## config.mk

```make
export PLATFORM = sky130hd
export DESIGN_NAME = uart_rx_param
export DESIGN_NICKNAME = d
export VERILOG_FILES = /design/src/rtl/uart_pkg.sv /design/src/rtl/uart_baud_tick.sv /design/src/rtl/uart_rx_param.sv
export SDC_FILE = /design/constraint.sdc
export NUM_CORES = 1
export LEC_CHECK = 0
export BUFFER_PORTS_ARGS = -buffer_cell sky130_fd_sc_hd__buf_2
export CAP_MARGIN = 20
export CORE_MARGIN = 2
export CORE_UTILIZATION = 35
export CTS_CLUSTER_SIZE = 8
export DETAILED_ROUTE_END_ITERATION = 6
export HOLD_SLACK_MARGIN = 0.06
export PLACE_DENSITY = 0.62
export RECOVER_POWER = 25
export SLEW_MARGIN = 10
export SYNTH_ARGS = -nofsm -noshare
export SYNTH_HDL_FRONTEND = slang
export SYNTH_HIERARCHICAL = 1
export SYNTH_SLANG_ARGS = --single-unit
```

## constraint.sdc

```tcl
create_clock -name clk -period 2.51 [get_ports clk]
set_input_delay 0.502 -clock clk [delete_from_list [all_inputs] [get_ports clk]]
set_output_delay 0.502 -clock clk [all_outputs]
set_load 0.05 [all_outputs]
```

## src/rtl/uart_pkg.sv

```systemverilog
// Shared UART definitions: parity encodings, receiver FSM state type and the
// clock-divider helper. Intended for reuse by the matching transmitter.
package uart_pkg;

  localparam int unsigned PAR_NONE = 0;
  localparam int unsigned PAR_ODD  = 1;
  localparam int unsigned PAR_EVEN = 2;

  typedef enum logic [2:0] {
    ST_IDLE,
    ST_START,
    ST_DATA,
    ST_PARITY,
    ST_STOP
  } uart_state_e;

  // Clocks per oversample tick, truncated.
  function automatic int unsigned baud_div(input int unsigned clk_freq,
                                           input int unsigned baud,
                                           input int unsigned oversample);
    return clk_freq / (baud * oversample);
  endfunction

endpackage

```

## src/rtl/uart_baud_tick.sv

```systemverilog
// Oversample tick generator.
// Counts 0..DIV-1 and pulses tick for one clk on the wrap. While clear is
// high the count is held at 0 and no tick is produced, so the first tick after
// clear drops lands DIV clocks later.
//   clk   : system clock
//   rst   : asynchronous active-low reset
//   clear : hold counter at zero
//   tick  : one-clk pulse every DIV clocks
module uart_baud_tick #(
  parameter int unsigned DIV = 325
) (
  input  logic clk,
  input  logic rst,
  input  logic clear,
  output logic tick
);

  localparam int unsigned   CW   = (DIV > 1) ? $clog2(DIV) : 1;
  localparam logic [CW-1:0] LAST = CW'(DIV - 1);

  logic [CW-1:0] cnt_q, cnt_d;

  always_comb begin
    tick  = 1'b0;
    cnt_d = cnt_q;
    if (clear) begin
      cnt_d = '0;
    end else if (cnt_q == LAST) begin
      tick  = 1'b1;
      cnt_d = '0;
    end else begin
      cnt_d = cnt_q + 1'b1;
    end
  end

  always_ff @(posedge clk or negedge rst) begin
    if (!rst) cnt_q <= '0;
    else      cnt_q <= cnt_d;
  end

endmodule

```

## src/rtl/uart_rx_param.sv

```systemverilog
// Parametrised UART receiver with oversampled 3-sample majority voting.
//   clk        : system clock
//   rst        : asynchronous active-low reset
//   rx         : serial line, idles high, asynchronous to clk
//   rx_data    : received word (LSB first on the line)
//   rx_valid   : word available, held until accepted
//   rx_ack     : accept; takes effect when rx_valid && rx_ack at a rising edge
//   frame_err  : a stop bit was sampled low (qualified by rx_valid)
//   parity_err : parity mismatch (qualified by rx_valid)
//   overrun    : sticky, a frame completed while the previous word was pending
//   busy       : high from start-bit detect to the last stop-bit sample
module uart_rx_param
  import uart_pkg::*;
#(
  parameter int unsigned CLK_FREQ   = 50_000_000,
  parameter int unsigned BAUD       = 9600,
  parameter int unsigned DATA_BITS  = 8,
  parameter int unsigned PARITY     = 0,
  parameter int unsigned STOP_BITS  = 1,
  parameter int unsigned OVERSAMPLE = 16
) (
  input  logic                 clk,
  input  logic                 rst,
  input  logic                 rx,
  output logic [DATA_BITS-1:0] rx_data,
  output logic                 rx_valid,
  input  logic                 rx_ack,
  output logic                 frame_err,
  output logic                 parity_err,
  output logic                 overrun,
  output logic                 busy
);

  localparam int unsigned DIV = baud_div(CLK_FREQ, BAUD, OVERSAMPLE);
  localparam int unsigned SW  = $clog2(OVERSAMPLE);
  localparam int unsigned BW  = $clog2(DATA_BITS);

  localparam logic [SW-1:0] S_FIRST  = SW'(OVERSAMPLE / 2 - 1);
  localparam logic [SW-1:0] S_MID    = SW'(OVERSAMPLE / 2);
  localparam logic [SW-1:0] S_COMMIT = SW'(OVERSAMPLE / 2 + 1);
  localparam logic [SW-1:0] S_END    = SW'(OVERSAMPLE - 1);
  localparam logic [BW-1:0] BIT_LAST = BW'(DATA_BITS - 1);
  localparam logic          STOP_LAST = 1'(STOP_BITS - 1);

  uart_state_e state_q, state_d;

  logic                 rx_meta_q, rx_s_q, rx_prev_q;
  logic [SW-1:0]        s_cnt_q, s_cnt_d;
  logic [BW-1:0]        bit_cnt_q, bit_cnt_d;
  logic                 stop_cnt_q, stop_cnt_d;
  logic [1:0]           smp_q, smp_d;
  logic [DATA_BITS-1:0] shift_q, shift_d;
  logic                 ferr_acc_q, ferr_acc_d;
  logic                 perr_acc_q, perr_acc_d;
  logic [DATA_BITS-1:0] rx_data_q, rx_data_d;
  logic                 rx_valid_q, rx_valid_d;
  logic                 frame_err_q, frame_err_d;
  logic                 parity_err_q, parity_err_d;
  logic                 overrun_q, overrun_d;

  logic tick, maj, commit, bit_end, complete;

  uart_baud_tick #(.DIV(DIV)) u_tick (
    .clk   (clk),
    .rst   (rst),
    .clear (state_q == ST_IDLE),
    .tick  (tick)
  );

  // Synchroniser plus one delay stage for falling-edge detection; all preset
  // to the idle level so reset never looks like a start edge.
  always_ff @(posedge clk or negedge rst) begin
    if (!rst) begin
      rx_meta_q <= 1'b1;
      rx_s_q    <= 1'b1;
      rx_prev_q <= 1'b1;
    end else begin
      rx_meta_q <= rx;
      rx_s_q    <= rx_meta_q;
      rx_prev_q <= rx_s_q;
    end
  end

  // Two earlier samples are registered; the third is the live value on the
  // commit tick.
  assign maj     = (smp_q[1] & smp_q[0]) | (smp_q[1] & rx_s_q) | (smp_q[0] & rx_s_q);
  assign commit  = tick && (s_cnt_q == S_COMMIT);
  assign bit_end = tick && (s_cnt_q == S_END);

  always_comb begin
    state_d      = state_q;
    s_cnt_d      = s_cnt_q;
    bit_cnt_d    = bit_cnt_q;
    stop_cnt_d   = stop_cnt_q;
    smp_d        = smp_q;
    shift_d      = shift_q;
    ferr_acc_d   = ferr_acc_q;
    perr_acc_d   = perr_acc_q;
    rx_data_d    = rx_data_q;
    rx_valid_d   = rx_valid_q;
    frame_err_d  = frame_err_q;
    parity_err_d = parity_err_q;
    overrun_d    = overrun_q;
    complete     = 1'b0;

    if (tick) begin
      s_cnt_d = (s_cnt_q == S_END) ? '0 : s_cnt_q + 1'b1;
      if (s_cnt_q == S_FIRST) smp_d[1] = rx_s_q;
      if (s_cnt_q == S_MID)   smp_d[0] = rx_s_q;
    end

    case (state_q)
      ST_IDLE: begin
        s_cnt_d    = '0;
        bit_cnt_d  = '0;
        stop_cnt_d = 1'b0;
        ferr_acc_d = 1'b0;
        perr_acc_d = 1'b0;
        if (rx_prev_q && !rx_s_q) state_d = ST_START;
      end
      ST_START: begin
        if (commit && maj) state_d = ST_IDLE;
        else if (bit_end)  state_d = ST_DATA;
      end
      ST_DATA: begin
        if (commit) shift_d = {maj, shift_q[DATA_BITS-1:1]};
        if (bit_end) begin
          if (bit_cnt_q == BIT_LAST) begin
            bit_cnt_d = '0;
            state_d   = (PARITY != PAR_NONE) ? ST_PARITY : ST_STOP;
          end else begin
            bit_cnt_d = bit_cnt_q + 1'b1;
          end
        end
      end
      ST_PARITY: begin
        if (commit) begin
          if (PARITY == PAR_ODD) perr_acc_d = ~(^shift_q ^ maj);
          else                   perr_acc_d = ^shift_q ^ maj;
        end
        if (bit_end) state_d = ST_STOP;
      end
      ST_STOP: begin
        if (commit) begin
          if (!maj) ferr_acc_d = 1'b1;
          // Finish on the last stop-bit commit rather than the bit end so a
          // start edge immediately following the stop bit is not missed.
          if (stop_cnt_q == STOP_LAST) begin
            complete = 1'b1;
            state_d  = ST_IDLE;
          end
        end
        if (bit_end) stop_cnt_d = stop_cnt_q + 1'b1;
      end
      default: state_d = ST_IDLE;
    endcase

    if (complete && (!rx_valid_q || rx_ack)) begin
      rx_data_d    = shift_q;
      frame_err_d  = ferr_acc_q | ~maj;
      parity_err_d = perr_acc_q;
      rx_valid_d   = 1'b1;
    end else if (rx_valid_q && rx_ack) begin
      rx_valid_d = 1'b0;
    end

    if (complete && rx_valid_q && !rx_ack) overrun_d = 1'b1;
    else if (rx_valid_q && rx_ack)          overrun_d = 1'b0;
  end

  always_ff @(posedge clk or negedge rst) begin
    if (!rst) begin
      state_q      <= ST_IDLE;
      s_cnt_q      <= '0;
      bit_cnt_q    <= '0;
      stop_cnt_q   <= 1'b0;
      smp_q        <= '1;
      shift_q      <= '0;
      ferr_acc_q   <= 1'b0;
      perr_acc_q   <= 1'b0;
      rx_data_q    <= '0;
      rx_valid_q   <= 1'b0;
      frame_err_q  <= 1'b0;
      parity_err_q <= 1'b0;
      overrun_q    <= 1'b0;
    end else begin
      state_q      <= state_d;
      s_cnt_q      <= s_cnt_d;
      bit_cnt_q    <= bit_cnt_d;
      stop_cnt_q   <= stop_cnt_d;
      smp_q        <= smp_d;
      shift_q      <= shift_d;
      ferr_acc_q   <= ferr_acc_d;
      perr_acc_q   <= perr_acc_d;
      rx_data_q    <= rx_data_d;
      rx_valid_q   <= rx_valid_d;
      frame_err_q  <= frame_err_d;
      parity_err_q <= parity_err_d;
      overrun_q    <= overrun_d;
    end
  end

  assign rx_data    = rx_data_q;
  assign rx_valid   = rx_valid_q;
  assign frame_err  = frame_err_q;
  assign parity_err = parity_err_q;
  assign overrun    = overrun_q;
  assign busy       = (state_q != ST_IDLE);

endmodule

```

Yosys cells after proc, flatten, opt, wreduce, memory -nomap -nowiden
Cells that the tools add are included.
Word-level totals
  flip-flop bits (word level): 47
  word-level logic and storage cells: 111
Operators by class
  add/subtract/negate cells: 4
  equal/unequal tests: 20
  mux-type cells: 32
  bitwise operators: 8
  reduce and logical (&&, ||, !) cells: 29
Operators with widths (count)
  3-bit 2-to-1 mux: 10
  9-bit 2-to-1 mux: 2
  2-bit inequality test (second input constant): 9
  3-bit one-hot mux with 5 select lines: 1
  4-bit equality test (second input constant): 3
  1-bit 2-to-1 mux: 12
  4-bit 2-to-1 mux: 3
  2-bit AND reduction: 6
  2-bit nonzero test: 6
  9-bit by 1-bit adder with 9-bit output (second input constant): 1
  9-bit equality test (second input constant): 1
  1-bit logical AND: 8
  8-bit parity: 1
  7-bit AND reduction: 1
  3-bit by 2-bit equality test with 1-bit output (second input constant): 2
  3-bit equality test (second input constant): 2
  1-bit one-hot mux with 2 select lines: 3
  3-bit one-hot mux with 2 select lines: 1
  4-bit by 1-bit adder with 4-bit output (second input constant): 1
  4-bit by 3-bit equality test with 1-bit output (second input constant): 1
  3-bit by 1-bit adder with 3-bit output (second input constant): 1
  1-bit AND: 3
  3-bit by 1-bit equality test with 1-bit output (second input constant): 1
  1-bit zero test: 3
  other kinds (9): 11

Logic depth before layout (Yosys ltp)
  depth in word-level cells: 9
  gate-level depth with buffers: 11

Cells and area by module
The synthesis kept the hierarchy.
Modules (own cells, without submodules)
  uart_rx_param: instances 1, cells an instance 143, area an instance 1794.2 um^2
  uart_baud_tick: instances 1, cells an instance 46, area an instance 462.9 um^2

Worst setup path before layout
No wires, ideal clock.
  path kind: register to register
  from: register state_q[2]
  to: register shift_q[0]
  library setup time: 125 ps
  arrival: 2395 ps
  required time: 2385 ps
  slack: -9 ps
  cell stages (with the launch flop): 11
  period minus slack after synthesis: 2519 ps
  cell sequence: dfrtp_1 -> buf_2 -> or2_2 -> clkbuf_1 -> nor2_1 -> nor2_1 -> buf_2 -> and4b_1 -> buf_4 -> nand3_1 -> mux2_2
On the way
  cells in the longest elaborated chain, start to end: 4
  elaborated cells between the ends (all ways): 5
  classes of those cells: eq/ne: 1; mux: 1; reduce/logical: 3
RTL lines
  start: declaration: line uart_rx_param.sv:45  | uart_state_e state_q, state_d;
  start signal: assignment: line uart_rx_param.sv:187  | state_q <= state_d;
  3-bit zero test: line uart_rx_param.sv:66  | .clear (state_q == ST_IDLE),
  1-bit 2-to-1 mux: line uart_baud_tick.sv:26  | if (clear) begin
  via tick: line uart_rx_param.sv:61  | logic tick, maj, commit, bit_end, complete;
  1-bit logical AND: line uart_rx_param.sv:87  | assign commit = tick && (s_cnt_q == S_COMMIT);
  2-bit AND reduction (no source line)
  end signal: assignment: line uart_rx_param.sv:192  | shift_q <= shift_d;
  end: declaration: line uart_rx_param.sv:52  | logic [DATA_BITS-1:0] shift_q, shift_d;
The timed path passes the listed nets, and every way through them passes these cells.
A chain may end at the register's enable or synchronous reset.

Worst setup path after layout
  from: register u_tick.cnt_q[3]
  to: register rx_data_q[2], in the netlist rx_data[2]
On the way
  cells in the longest elaborated chain, start to end: 7
RTL lines
  start: declaration: line uart_baud_tick.sv:21  | logic [CW-1:0] cnt_q, cnt_d;
  start signal: assignment: line uart_baud_tick.sv:38  | else cnt_q <= cnt_d;
  9-bit equality test: line uart_baud_tick.sv:28  | end else if (cnt_q == LAST) begin
  1-bit 2-to-1 mux: line uart_baud_tick.sv:28
  1-bit 2-to-1 mux: line uart_baud_tick.sv:26
  via tick: line uart_rx_param.sv:61
  1-bit logical AND: line uart_rx_param.sv:87
  1-bit 2-to-1 mux: line uart_rx_param.sv:144  | if (commit) begin
  1-bit 2-to-1 mux: line uart_rx_param.sv:112  | case (state_q)
  1-bit logical AND: line uart_rx_param.sv:158  | if (complete && (!rx_valid_q || rx_ack)) begin
  end signal: assignment: line uart_rx_param.sv:195  | rx_data_q <= rx_data_d;
  end: declaration: line uart_rx_param.sv:55  | logic [DATA_BITS-1:0] rx_data_q, rx_data_d;
The timed path passes the listed nets, and every way through them passes these cells.

==> summary.txt <==
Worst setup path
  – Worst-path cell with the longest stage delay: sky130_fd_sc_hd__dfrtp_1
  – Crit path arrival time: 2.51 ns
  – Critical Path Max Stage Delay: 0.47 ns
  – Worst Path Max Fanout: 10
  – Startpoint Class: flip-flop
  – Reg-to-reg critical path endpoint: rx_data[2]$_DFFE_PN0P_
  – Setup slack of the most critical reg-to-reg path: 0.18 ns
  – Reg2reg start: u_tick/cnt_q[3]$_DFF_PN0_
  – Kind of end point of the critical path: flip-flop
  – Critical Path RT: 2.70 ns
  – Number of cells on the worst reg-to-reg path: 7
  – Cell Chain, Critical Path: nor4b_2 -> nand4_1 -> nor2_1 -> and4b_1 -> nand4b_4 -> a21oi_4 -> mux2_2
  – Worst setup path category: flip-flop to flip-flop

Yosys
  – Gate count of the mapped netlist: 189
  – Synthesized area divided by synthesized cell count: 11.9 um^2
  – Post-synth EDFFs: 0
  – Synthesized Nets: 200
  – Count of cell types in the netlist: 45
  – Synth warn: 6
  – Proportion of synthesized chip area in sequential cells: 0.524
  – Share of synthesized flip-flops with an asynchronous set or reset: 1.00
  – Primary flip-flop cell chosen by synthesis mapping: sky130_fd_sc_hd__dfrtp_1
  – Post-synthesis register bit count: 47
  – Cell area after synthesis: 0.00226 mm^2

Routing
  – Pre-antenna DRT Iters: 4
  – Total DRC errors in the routed layout: 0
  – Iteration-0 DRC count of the detailed router: 65
  – Wirelength per Cell: 13.4 um
  – Number of antenna-violating nets in the routed design: 0
  – Count of vias placed by the detailed router: 1443
  – Routed Wire Length: 3890 um
  – Via density: 4.98

Power and ir drop
  – Largest voltage drop on the vdd net: 0.452 mV
  – Overall power after layout: 0.00163 W
  – P_leak: 1.25 nW
  – Areal power density over the cells: 635 mW/mm^2

Global route
  – Largest net degree at the start of global routing: 48
  – Number of global-route vias before repair: 1496
  – Global-route usage over all layers: 0.122
  – Global route overflow: 0
  – Number of antenna violations at the first check in global routing: 0
  – First-pass GRT wire length: 7000 um

Layout
  – Final net count: 223
  – Area growth from synthesis to layout: 13.8%
  – Top library cells by usage in the layout, fill and taps aside: sky130_fd_sc_hd__dfrtp_1, sky130_fd_sc_hd__mux2_2, sky130_fd_sc_hd__buf_2
  – Layout cell share with drive strength beyond 1: 0.305
  – Inserted Diodes: 0
  – Most frequent standard cell in the layout excluding fill and tap cells: sky130_fd_sc_hd__dfrtp_1

Timing
  – Setup violators final: 0
  – Final period utilization: 0.926
  – FMAX: 430 MHz
  – Count of final max-slew check failures: 0
  – Setup repair after global routing missed its margin: false
  – Final Critical Period: 2.33 ns
  – Max_slew headroom: 0.229
  – Transition time at the pin with the least slew margin: 1.16 ns
  – Final worst hold slack: 0.288 ns
  – Final Hold Violating Endpoints: 0
  – Final worst-path setup slack: 0.185 ns
  – Worst-case clock skew: 0.00519 ns
  – Setup TNS: 0 ns

Clock tree
  – CTS resizes: 0
  – Number of buffers inserted to repair setup after CTS: 0
  – Clock tree from TritonCTS: built
  – Clock Pin Slew Worst Setup and Hold Paths: 0.09 ns
  – CTS buffer count: 5
  – Number of buffers on the longest clock path: 2
  – Root Driver: sky130_fd_sc_hd__clkbuf_8
  – # clock sinks: 47
  – Maximum level of the CTS H-tree: 2
  – # hold bufs at CTS: 0
  – Clock insertion delay at the later pin of the skew report: 0.30 ns

Worst hold path
  – Hold/Removal Path Class: primary input to flip-flop
  – Beginning of the worst hold path: rx
  – Worst hold stages: 1
  – End point of the worst hold path: rx_meta_q$_DFF_PN1_

Floorplanning
  – Width of the die: 84.3 um
  – Core ar.: 0.00628 mm^2
  – Initial core utilization: 0.360
  – Number of cell rows: 29
  – Die H: 84.3 um
  – Top Ports: 17
  – Full die area: 0.00711 mm^2

Flow run
  – Max capacitance violation total: 0

Placement
  – Pre-CTS setup slack: 0.196 ns
  – Count of port buffers added during placement: 16
  – Final weighted congestion in routability-driven placement: 0.781
  – Sum of net half-perimeters after detailed placement: 2700 um

Run status
  – Run status: finished, final reports clean
==> worst max-delay path by stage <==
stage,startpoint,depth (start not counted),end
2_1_floorplan,state_q[2]$_DFFE_PN0P_,10,shift_q[0]$_DFFE_PN0P_
3_3_place_gp,u_tick/cnt_q[3]$_DFF_PN0_,7,rx_data[4]$_DFFE_PN0P_
6_report,u_tick/cnt_q[3]$_DFF_PN0_,7,rx_data[2]$_DFFE_PN0P_
4_1_cts,u_tick/cnt_q[3]$_DFF_PN0_,7,rx_data[2]$_DFFE_PN0P_
5_1_grt,u_tick/cnt_q[3]$_DFF_PN0_,7,rx_data[2]$_DFFE_PN0P_
3_5_place_dp,u_tick/cnt_q[3]$_DFF_PN0_,7,rx_data[2]$_DFFE_PN0P_
==> synth_stat cells (2+ instances only) <==
| cell | n | area, um^2 |
|---|---|---|
| sky130_fd_sc_hd__a21oi_1 | 8 | 40.0 |
| sky130_fd_sc_hd__a22o_1 | 6 | 52.6 |
| sky130_fd_sc_hd__buf_2 | 3 | 15.0 |
| sky130_fd_sc_hd__clkbuf_1 | 3 | 11.3 |
| sky130_fd_sc_hd__dfrtp_1 | 42 | 1050 |
| sky130_fd_sc_hd__dfstp_2 | 5 | 131 |
| sky130_fd_sc_hd__ha_1 | 7 | 87.6 |
| sky130_fd_sc_hd__inv_1 | 8 | 30.0 |
| sky130_fd_sc_hd__mux2_2 | 20 | 225 |
| sky130_fd_sc_hd__nand2_1 | 5 | 18.8 |
| sky130_fd_sc_hd__nand2b_1 | 3 | 18.8 |
| sky130_fd_sc_hd__nand3_1 | 6 | 30.0 |
| sky130_fd_sc_hd__nand4_1 | 2 | 12.5 |
| sky130_fd_sc_hd__nand4b_1 | 4 | 35.0 |
| sky130_fd_sc_hd__nor2_1 | 14 | 52.6 |
| sky130_fd_sc_hd__nor2b_1 | 2 | 12.5 |
| sky130_fd_sc_hd__nor3_1 | 3 | 15.0 |
| sky130_fd_sc_hd__o211ai_1 | 2 | 15.0 |
| sky130_fd_sc_hd__o21ai_0 | 8 | 40.0 |
| sky130_fd_sc_hd__or2_2 | 2 | 12.5 |
| sky130_fd_sc_hd__or3_1 | 4 | 25.0 |
| sky130_fd_sc_hd__xnor2_1 | 7 | 61.3 |
| sky130_fd_sc_hd__xor2_1 | 3 | 26.3 |
==> final cells by class <==
| type | instances | area, um^2 |
|---|---|---|
| fillers | 608 | 3710 |
| flip-flops and latches | 47 | 1180 |
| multi-input cells | 127 | 1010 |
| repair buffers | 23 | 130 |
| well taps | 77 | 96.3 |
| clock buffers | 5 | 68.8 |
| clock inverters | 3 | 47.5 |
| inverters | 8 | 30.0 |
==> through the flow <==
step,util,instance area (um^2),instances
after CTS,0.410,2570,290
after global routing,0.409,2570,290
after global placement,0.391,2450,282
after floorplan,-,2260,189
after detailed placement,0.391,2450,282
final,0.409,2570,290
==> logic make-up (layout without fill, tap and decap cells) <==
kind of cell,count (synthesis),count (layout),share of synthesized area
XOR/XNOR,11,11,0.0488
AO/OA/AOI/OAI,33,33,0.102
AND/OR/NAND/NOR,53,53,0.145
adder cells (fa/ha/maj),8,8,0.0432
multiplexers,22,22,0.109
flip-flops,47,47,0.524
buffers and inverters,15,39,0.0283
==> routing by layer <==
metal  track usage  share of wire  up-vias
met3        0.0305          0.025        4
met2         0.193           0.46       12
met5             0              0        -
met1         0.162           0.51      711
met4        0.0440          0.012        0
li1              -              -      716
==> flip-flops by register name (all words and copies together), names as in the netlist, 2 cells and up <==
signal	flops
shift_q	8
s_cnt_q	4
bit_cnt_q	3
rx_data	8
u_tick/cnt_q	9
smp_q	2
state_q	3
==> critical path: cells and delay by family (launching register included) <==
kind / cells / cell delay, ns
compound gates: 1 / 0.34
flops: 1 / 0.47
mux: 1 / 0.39
simple gates: 5 / 1.01
==> power breakdown <==
group | switching (W) | internal [W]
combinational | 0.000118 | 0.0000797
clock | 0.000271 | 0.000302
sequential | 0.0000590 | 0.000802
total | 0.000448 | 0.00118
Power figures use the tool's default switching activity.
